### config.mk
export PLATFORM = sky130hd
export DESIGN_NAME = fetch_unit
export DESIGN_NICKNAME = d
export VERILOG_FILES = /design/src/rtl/fetch_unit.sv
export SDC_FILE = /design/constraint.sdc
export NUM_CORES = 1
export LEC_CHECK = 0
export CORE_MARGIN = 2
export CORE_UTILIZATION = 42
export DETAILED_ROUTE_END_ITERATION = 12
export PLACE_DENSITY = 0.78
export REMOVE_ABC_BUFFERS = 1
export SYNTH_ARGS = -nofsm -noshare
export SYNTH_HDL_FRONTEND = slang
export SYNTH_SLANG_ARGS = --single-unit
### constraint.sdc
create_clock -name clk -period 4.1 [get_ports clk]
set_clock_uncertainty 0.2 [all_clocks]
set_input_delay 0.41 -clock clk [delete_from_list [all_inputs] [get_ports clk]]
set_output_delay 0.41 -clock clk [all_outputs]
set_load 0.05 [all_outputs]
### src/rtl/fetch_unit.sv
// rtl/fetch_unit.sv - instruction fetch and PC sequencer with variable-latency memory handshake
module fetch_unit #(
    parameter logic [31:0] PC_INIT  = 32'h0040_0000,
    parameter int          MAX_WAIT = 15
) (
    input  logic        clk,
    input  logic        reset,
    input  logic        enable,
    input  logic [1:0]  pcsel,
    input  logic [31:0] reg_target,
    output logic        imem_req,
    output logic [31:0] imem_addr,
    input  logic [31:0] imem_rdata,
    input  logic        imem_valid,
    output logic [31:0] instr,
    output logic [5:0]  op,
    output logic [5:0]  func,
    output logic        instr_valid,
    output logic [31:0] pc,
    output logic [31:0] pc_plus4,
    output logic        misalign,
    output logic        timeout
);

    localparam int                WAIT_W   = $clog2(MAX_WAIT + 2);
    localparam logic [WAIT_W-1:0] WAIT_SAT = WAIT_W'(MAX_WAIT + 1);

    typedef enum logic [1:0] {
        S_IDLE = 2'd0,
        S_REQ  = 2'd1,
        S_EXEC = 2'd2
    } state_t;

    state_t            r_state;
    state_t            w_next_state;
    logic [31:0]       r_pc;
    logic [31:0]       r_instr;
    logic [WAIT_W-1:0] r_wait;
    logic              r_misalign;
    logic              r_timeout;
    logic [31:0]       w_next_pc;
    logic [31:0]       w_pc_plus4;
    logic [31:0]       w_br_off;
    logic              w_take;

    always_ff @(posedge clk or posedge reset) begin
        if (reset) begin
            r_state <= S_IDLE;
        end else begin
            r_state <= w_next_state;
        end
    end

    // REQ ignores enable so an outstanding response is never dropped.
    always_comb begin
        w_next_state = r_state;
        case (r_state)
            S_IDLE:  if (enable)     w_next_state = S_REQ;
            S_REQ:   if (imem_valid) w_next_state = S_EXEC;
            S_EXEC:  if (enable)     w_next_state = S_REQ;
            default: w_next_state = S_IDLE;
        endcase
    end

    assign w_take     = (r_state == S_EXEC) && enable;
    assign w_pc_plus4 = r_pc + 32'd4;
    assign w_br_off   = {{14{r_instr[15]}}, r_instr[15:0], 2'b00};

    always_comb begin
        w_next_pc = w_pc_plus4;
        case (pcsel)
            2'b01:   w_next_pc = w_pc_plus4 + w_br_off;
            2'b10:   w_next_pc = {w_pc_plus4[31:28], r_instr[25:0], 2'b00};
            2'b11:   w_next_pc = {reg_target[31:2], 2'b00};
            default: w_next_pc = w_pc_plus4;
        endcase
    end

    always_ff @(posedge clk or posedge reset) begin
        if (reset) begin
            r_pc       <= PC_INIT;
            r_instr    <= '0;
            r_wait     <= '0;
            r_misalign <= 1'b0;
            r_timeout  <= 1'b0;
        end else begin
            if (w_take) begin
                r_pc <= w_next_pc;
                if ((pcsel == 2'b11) && (reg_target[1:0] != 2'b00)) begin
                    r_misalign <= 1'b1;
                end
            end
            // Wait counter saturates one past MAX_WAIT; the flag is sticky until reset.
            if (r_state == S_REQ) begin
                if (imem_valid) begin
                    r_instr <= imem_rdata;
                    r_wait  <= '0;
                end else if (r_wait != WAIT_SAT) begin
                    r_wait <= r_wait + 1'b1;
                    if (r_wait == WAIT_SAT - 1'b1) begin
                        r_timeout <= 1'b1;
                    end
                end
            end
        end
    end

    assign imem_req    = (r_state == S_REQ);
    assign imem_addr   = r_pc;
    assign instr       = r_instr;
    assign op          = r_instr[31:26];
    assign func        = r_instr[5:0];
    assign instr_valid = (r_state == S_EXEC);
    assign pc          = r_pc;
    assign pc_plus4    = w_pc_plus4;
    assign misalign    = r_misalign;
    assign timeout     = r_timeout;

endmodule

==> flow_summary.ini, run 1 <==
[outcome]
status = complete, but fails checks
violations = negative setup slack

[floorplanning]
io_pins = 214
start_util = 0.4276
die_area_sq_mm = 0.01573
core_area_sq_mm = 0.01448
die_x_microns = 125.4
rows = 44
fp.dieH_microns = 125.4

[synthesis]
synth_edf_count = 0
syn_area_per_cell_sq_um = 8.908
synthArstFlopShare = 1.000
synth_area_leaders = dfrtp_1 (28%), ha_1 (7.5%), mux2_2 (6.4%), buf_4 (5.8%), mux4_2 (4.7%)
synthesis.area_sq_mm = 0.006191
synth-seq-cells = 71
ys_seq_area_frac = 0.2872
synthDominantCellAreaShare = 0.2829
ys_types = 71
synth_top_flop_cell = dfrtp_1
synth_cells = 695
synth_top_area_cell = dfrtp_1
ys_warn_count = 0

[clock_tree]
tritoncts = built
cts_root_buffer = clkbuf_16
clock_latency_ps = 340
numCtsBuffers = 9
clock-sinks = 71
cts.reportedPaths.clkPinSlew_ps = 60
clk_path_buf_depth = 2
htreeDepth = 3

[routing]
drtIter0Drc = 391
routed_wl_microns = 20280
drtPass1Iterations = 5
viasPerCell = 5.596
dr_total_vias = 6240
wire_per_inst_microns = 18.19
ant_nets = 0
drc = 0

[layout]
antennaDiodeCount = 0
fin_util = 0.6340
nNetsFinal = 1034
drive_above_1_share = 0.2148
stdcell_count = 1115
final_cell_mix = clkdlybuf4s50_1 (204), buf_4 (89), dfrtp_1 (70)
num-fill-cells = 1214
area_growth_pct = 48.28
final_common_cell = clkdlybuf4s50_1

[run]
maxCapViolations = 0

[worst_setup_path]
critPathKind = flip-flop to flip-flop
endpoint_kind = flip-flop
arrival_ps = 4270
worst_ep_required_time_ps = 4120
cp_max_fo = 6
start_kind = flip-flop

[global_route]
grt_pass1_wl_microns = 31760
overflow = 0
grt_antenna_before_repair = 0
grt_pass1_vias = 6086
grt_max_degree = 72
grt_use_total = 0.2507

[place]
place_congestion = 0.9626
dp_hpwl_microns = 15300
place.port_buffers = 207
numPlacedInstances = 1090

[timing]
slew_violations = 0
tightest_slew_ps = 976.9
grt_setup_unrepaired = yes
slew_headroom = 0.3472
max_freq_mhz = 235.4
setup-violations-final = 1
fin_crit_ps = 4249
fin_crit_sh = 1.036
hold_viol = 0
setup_slack_ps = -148.8

[min_path]
hp-class = flip-flop to flip-flop
cell usage after synthesis (all sizes together) (5+ instances only):
library cell   n
dfrtp         70
buf           58
a21oi         56
nor2          56
nand2         52
o21ai         43
ha            37
mux2          35
xnor2         30
inv           26
nand3         21
clkbuf        20
xor2          15
nor3          14
mux4          13
nand4         13
a21o          11
and3           9
mux2i          9
o22ai          9
a211oi         7
nand2b         7
o22a           7
a31oi          5
nor2b          5
o21a           5
or3            5
sequential cells by signal, indices dropped and copies added, names as in the netlist:
register,flops
instr,32
r_wait,5
misalign,1
timeout,1
imem_addr,30
r_state,2
what timing repair did:
action	CTS	global route
setup endpoints to repair	3	9
resized for setup	4	34
pin swaps	1	27
hold buffers	0	0
buffers inserted	0	9
metal layers:
metal | up-vias | share of wire | track usage | routed length, microns
met5 | - | 0 | 0 | 0
met3 | 45 | 0.083 | 0.04792 | 1686
li1 | 2940 | - | - | -
met2 | 292 | 0.48 | 0.4108 | 9650
met4 | 0 | 0.028 | 0.09739 | 569
met1 | 2963 | 0.41 | 0.3288 | 8376
critical path, cell delays in order (launching register included):
cell and delay [ps]:
dfrtp_1 370, nand4_2 160, or4_4 650, nor3_4 240
nand2_2 100, xnor2_2 240, ha_4 240, a21o_1 180
a31oi_4 180, nand3_2 90, or3_1 370, and3_4 180
a31o_1 190, a311o_1 310, nor4_2 350, nor3b_2 80
path summary, 6_finish.rpt:
| path | start | end | slack [ps] | cells after the start |
|---|---|---|---|---|
| max | imem_addr[10]$_DFFE_PP0P_ | imem_addr[30]$_DFFE_PP0P_ | -150 | 15 |
| min | timeout$_DFFE_PP0P_ | timeout$_DFFE_PP0P_ | 270 | 1 |
| max reg2reg | imem_addr[10]$_DFFE_PP0P_ | imem_addr[30]$_DFFE_PP0P_ | -150 | 15 |
| min reg2reg | timeout$_DFFE_PP0P_ | timeout$_DFFE_PP0P_ | 270 | 1 |
| max in group asynchronous | reset | imem_addr[21]$_DFFE_PP0P_ | 2590 | 3 |
| min in group asynchronous | reset | instr[26]$_DFFE_PP0P_ | 460 | 3 |
stage by stage:
stage,cell area (sq um),TNS [ps],setup slack (ps),hold slack [ps]
3_3_place_gp,8594,0,16.00,250.1
3_5_place_dp,8594,-164.9,-101.3,247.1
4_1_cts,8926,0,12.97,271.6
2_1_floorplan,5719,-19570,-1665,249.8
6_report,9180,-148.8,-148.8,271.2
5_1_grt,9180,-417.0,-276.3,287.9
logic make-up (layout without fill, tap and decap cells):
kind of cell | Yosys count | count (layout) | synth area share
adders and majority gates | 38 | 38 | 0.07801
xor gates and xnor gates | 45 | 45 | 0.06791
DFF | 71 | 71 | 0.2872
AOI/OAI and AO/OA | 181 | 181 | 0.1853
other | 1 | 6 | 0.0006057
and+or+nand+nor | 197 | 197 | 0.1599
buffers and inverters | 105 | 336 | 0.09559
muxes | 57 | 57 | 0.1255
final cells by class:
type                            count  area, sq um  share of cell area
Timing Repair Buffer              293         2710              0.2952
Multi-Input combinational cell    524         4044              0.4405
Sequential cell                    71         1778              0.1937
Inverter                           27        101.3             0.01104
Clock inverter                      4        70.07            0.007633
Clock buffer                       12        246.5             0.02685
Tap cell                          184        230.2             0.02508
Power of run 1 is left out: the tool's default activity adds up to more than one toggle a clock period on the data nets, which glitch-free logic cannot reach.
==> run 2, diff against run 1 <==
--- a/config.mk
+++ b/config.mk
@@ -8,6 +8,7 @@
 export CORE_MARGIN = 2
 export CORE_UTILIZATION = 42
 export DETAILED_ROUTE_END_ITERATION = 12
+export GPL_TIMING_DRIVEN = 0
 export PLACE_DENSITY = 0.78
 export REMOVE_ABC_BUFFERS = 1
 export SYNTH_ARGS = -nofsm -noshare
==> flow_summary.ini, run 2 (synthesis results as in run 1) <==
[outcome]
status = complete, no violations

[run]
maxCapViolations = 0

[timing]
tns_ps = 0
grt_setup_unrepaired = yes
hold_viol = 0
fin_crit_sh = 0.9990
slew_headroom = 0.1296
tightest_slew_ps = 1301
max_freq_mhz = 244.1
slew_violations = 0
fin_crit_ps = 4096
setup-violations-final = 0

[routing]
drtIter0Drc = 441
drtPass1Iterations = 5
dr_total_vias = 6133
viasPerCell = 5.753
wire_per_inst_microns = 18.91
ant_nets = 0
routed_wl_microns = 20160
drc = 0

[floorplanning]
start_util = 0.4276
fp.dieH_microns = 125.4
rows = 44
die_area_sq_mm = 0.01573
core_area_sq_mm = 0.01448
io_pins = 214
die_x_microns = 125.4

[layout]
nNetsFinal = 985
final_common_cell = clkdlybuf4s50_1
largest_reg_flops = 32
area_growth_pct = 45.17
drive_above_1_share = 0.2132
final_cell_mix = clkdlybuf4s50_1 (206), a21oi_1 (55), dfrtp_1 (54)
antennaDiodeCount = 0
fin_util = 0.6207

[worst_setup_path]
cp-endpoint = imem_addr[30]$_DFFE_PP0P_
r2r_end = imem_addr[30]$_DFFE_PP0P_
reg2reg_from = imem_addr[17]$_DFFE_PP0P_
r2r_setup_slack_ps = 4
r2r_cells = 15
cp_max_fo = 6
critPathKind = flip-flop to flip-flop
arrival_ps = 4130
start_kind = flip-flop
crit_path_start = imem_addr[17]$_DFFE_PP0P_
worst_ep_required_time_ps = 4130
endpoint_kind = flip-flop

[clock_tree]
clock_latency_ps = 360
htreeDepth = 3
numCtsBuffers = 9
tritoncts = built
clk_path_buf_depth = 2
clock-sinks = 71
cts_hold_buf = 0
cts_root_buffer = clkbuf_16
cts.reportedPaths.clkPinSlew_ps = 60

[place]
place_congestion = 0.9281
dp_hpwl_microns = 14060
place.port_buffers = 207

[min_path]
hp-class = primary input to asynchronous set/reset pin

[global_route]
met1_usage = 0.3234
met3_usage = 0.06761
grt_use_met2 = 0.4111
overflow = 0
grt_antenna_before_repair = 0
grt_use_total = 0.2554
grt_pass1_wl_microns = 32150
grt_pass1_vias = 6064
grt_max_degree = 39
grt-busiest-layer = met2
==> run 2: changes by cell type in the layout (fill, tap and decap cells not counted), sizes merged <==
cell | before | now
buf | 89 | 38
clkinvlp | 0 | 4
clkbuf | 12 | 9
bufinv | 2 | 0
clkdlybuf4s50 | 204 | 206
inv | 26 | 27
==> run 2: worst min path at each step <==
stage / from / to / cells past startpoint
final: reset / instr[23]$_DFFE_PP0P_ / 2
after global routing: reset / instr[23]$_DFFE_PP0P_ / 2
after CTS: reset / imem_addr[25]$_DFFE_PP0P_ / 2
after detailed placement: timeout$_DFFE_PP0P_ / timeout$_DFFE_PP0P_ / 1
after global placement: timeout$_DFFE_PP0P_ / timeout$_DFFE_PP0P_ / 1
after floorplan: r_wait[4]$_DFFE_PP0P_ / r_wait[4]$_DFFE_PP0P_ / 2
==> run 2: layer usage <==
layer  part of all wire  wire [microns]  vias to the layer above
li1                   -               -                     2844
met1               0.41            8314                     2951
met2               0.48            9604                      290
met3              0.078            1574                       48
met4              0.033             664                        0
met5                  0               0                        -
==> run 2: cell type report <==
| class | instances | area, sq um |
|---|---|---|
| fillers | 1230 | 5492 |
| multi-input cells | 524 | 4215 |
| repair buffers | 244 | 2365 |
| flip-flops and latches | 71 | 1798 |
| well taps | 184 | 230.2 |
| clock buffers | 9 | 225.2 |
| inverters | 27 | 105.1 |
| clock inverters | 7 | 48.80 |
==> run 2: repair_timing <==
action,4_1_cts,5_1_grt
resized for setup,57,24
cloned,0,0
setup endpoints to repair,16,12
buffers inserted,21,14
pin swaps,21,11
==> run 2: worst max-delay path: stages, from the launching register on <==
cell     delay, ps
dfrtp_2        410
nand4_1        120
or4_4          640
nor3_4         180
nand2_2        110
xnor2_2        210
ha_4           250
a21o_1         190
a31oi_2        190
nand3_1        100
or3_1          370
and3_4         190
a31o_1         210
a311o_1        310
nor4_2         210
nor3b_2         80
==> run 2: through the flow <==
step	hold WS (ps)	worst slack, ps	instances	cell area [sq um]
floorplan	249.8	-1665	622	5719
global placement	250.8	-750.0	1013	8021
detailed placement	256.1	-810.5	1015	8059
CTS	250.2	-34.12	1052	8757
global route	263.4	-61.42	1066	8987
finish	233.9	4.095	1066	8987
Power of run 2 is left out for the same reason.
==> run 3, diff against run 2 <==
--- a/config.mk
+++ b/config.mk
@@ -9,7 +9,7 @@
 export CORE_UTILIZATION = 42
 export DETAILED_ROUTE_END_ITERATION = 12
 export GPL_TIMING_DRIVEN = 0
-export PLACE_DENSITY = 0.78
+export PLACE_DENSITY = 0.77
 export REMOVE_ABC_BUFFERS = 1
 export SYNTH_ARGS = -nofsm -noshare
 export SYNTH_HDL_FRONTEND = slang
==> flow_summary.ini, run 3 (synthesis results as in run 1) <==
[outcome]
status = complete, but fails checks
violations = negative setup slack

[timing]
slew_violations = 0
setup-violations-final = 1
holdWs_ps = 243.8
slew_headroom = 0.1856
fin_crit_ps = 4121
setup_slack_ps = -21.10
fin_crit_sh = 1.005
grt_setup_unrepaired = yes
hold_viol = 0
tightest_slew_ps = 1218
max_freq_mhz = 242.7

[routing]
drtIter0Drc = 476
wl_met1_microns = 8713
drc = 0
viasPerCell = 5.708
wire_per_inst_microns = 19.17
drtPass1Iterations = 5
ant_nets = 0
met3_length_microns = 1630
maxUsedRoutingLayer = met4
routed_wl_microns = 20610
wl_met2_microns = 9645
dr_total_vias = 6136

[layout]
antennaDiodeCount = 0
largest_reg_flops = 32
area_growth_pct = 46.77
nNetsFinal = 994
drive_above_1_share = 0.2189
num-fill-cells = 1171
final_area_sq_mm = 0.009086
final_common_cell = clkdlybuf4s50_1
final_cell_mix = clkdlybuf4s50_1 (206), dfrtp_1 (55), a21oi_1 (54)

[clock_tree]
cts_root_buffer = clkbuf_16
htreeDepth = 3
clk_path_buf_depth = 2
clock_latency_ps = 350
cts_hold_buf = 0
tritoncts = built
cts.reportedPaths.clkPinSlew_ps = 60
numCtsBuffers = 9
clock-sinks = 71

[global_route]
grt_pass1_wl_microns = 32490
grt_antenna_before_repair = 0
grt_use_total = 0.2595
overflow = 0
grt_pass1_vias = 6014
grt_max_degree = 37

[place]
place.port_buffers = 207
dp_slack_ps = -785.2
place_congestion = 0.8901
dp_hpwl_microns = 14310
place_area_sq_mm = 0.008059

[worst_setup_path]
cp_max_fo = 5
cp_cell_sequence = nand4_4, or4_4, buf_4, nor3_4, nand2_2, xnor2_2, ha_4, a21o_1, a31oi_4, nand3_1, or3_1, and3_4, a31o_1, a311o_1, nor4_2, nor3b_2
endpoint_kind = flip-flop
slowest_delay_ps = 590
worst_ep_required_time_ps = 4120
arrival_ps = 4150
slowest_stage = or4_4
start_kind = flip-flop
critPathKind = flip-flop to flip-flop

[floorplanning]
core_area_sq_mm = 0.01448
die_area_sq_mm = 0.01573
rows = 44
die_x_microns = 125.4
fp.dieH_microns = 125.4
start_util = 0.4276
io_pins = 214

[run]
maxCapViolations = 0

[min_path]
hp-class = primary input to asynchronous set/reset pin
## run 3: changes by cell type in the layout (fill, tap and decap cells not counted), sizes merged
cell,change
buf,+9
bufinv,+2
clkbuf,+2
clkinvlp,-2
clkinv,-1
inv,-1
## run 3: timing repair
action / in CTS / in global routing
setup buffers: 30 / 14
gates resized for setup: 50 / 27
endpoints found under the hold margin: 0 / 0
pin swaps: 18 / 10
endpoints found under the setup margin: 16 / 11
## run 3: through the flow
stage / setup TNS [ps] / utilization / std cells
after CTS: 0 / 0.6092 / 1061
after global placement: -5081 / 0.5540 / 1013
after floorplan: -19570 / - / 622
after global routing: -390.8 / 0.6275 / 1075
after detailed placement: -5394 / 0.5566 / 1015
final: -21.10 / 0.6275 / 1075
## run 3: final cells by class
class                           count  area (sq um)  area share
Clock inverter                      5         81.33    0.008951
Inverter                           27         107.6     0.01184
Sequential cell                    71          1797      0.1977
Timing Repair Buffer              253          2436      0.2681
Multi-Input combinational cell    524          4192      0.4613
Clock buffer                       11         242.7     0.02671
Tap cell                          184         230.2     0.02534
## run 3: critical path, delay by kind of cell (launching register included)
kind,cells,cell delay [ps]
and+or+nand+nor,9,1860
xor gates and xnor gates,1,210
AOI/OAI and AO/OA,4,880
adders and majority gates,1,240
buffers and inverters,1,190
DFF,1,410
## run 3: layer usage
layer  GRT usage  up-vias
met5           0        -
met4     0.08954        0
met3     0.06333       53
met2      0.4246      297
met1      0.3368     2927
li1            -     2859
## run 3: worst paths after layout
path	start	endpoint	slack (ps)	depth (start not counted)
min in group clk	misalign$_DFFE_PP0P_	misalign$_DFFE_PP0P_	270	1
worst min register to register	misalign$_DFFE_PP0P_	misalign$_DFFE_PP0P_	270	1
worst max register to register	imem_addr[12]$_DFFE_PP0P_	imem_addr[30]$_DFFE_PP0P_	-20	16
max in group asynchronous	reset	imem_addr[22]$_DFFE_PP1P_	2820	3
worst min-delay path	reset	r_state[1]$_DFFE_PP0P_	240	2
worst max-delay path	imem_addr[12]$_DFFE_PP0P_	imem_addr[30]$_DFFE_PP0P_	-20	16
Power of run 3 is left out for the same reason.
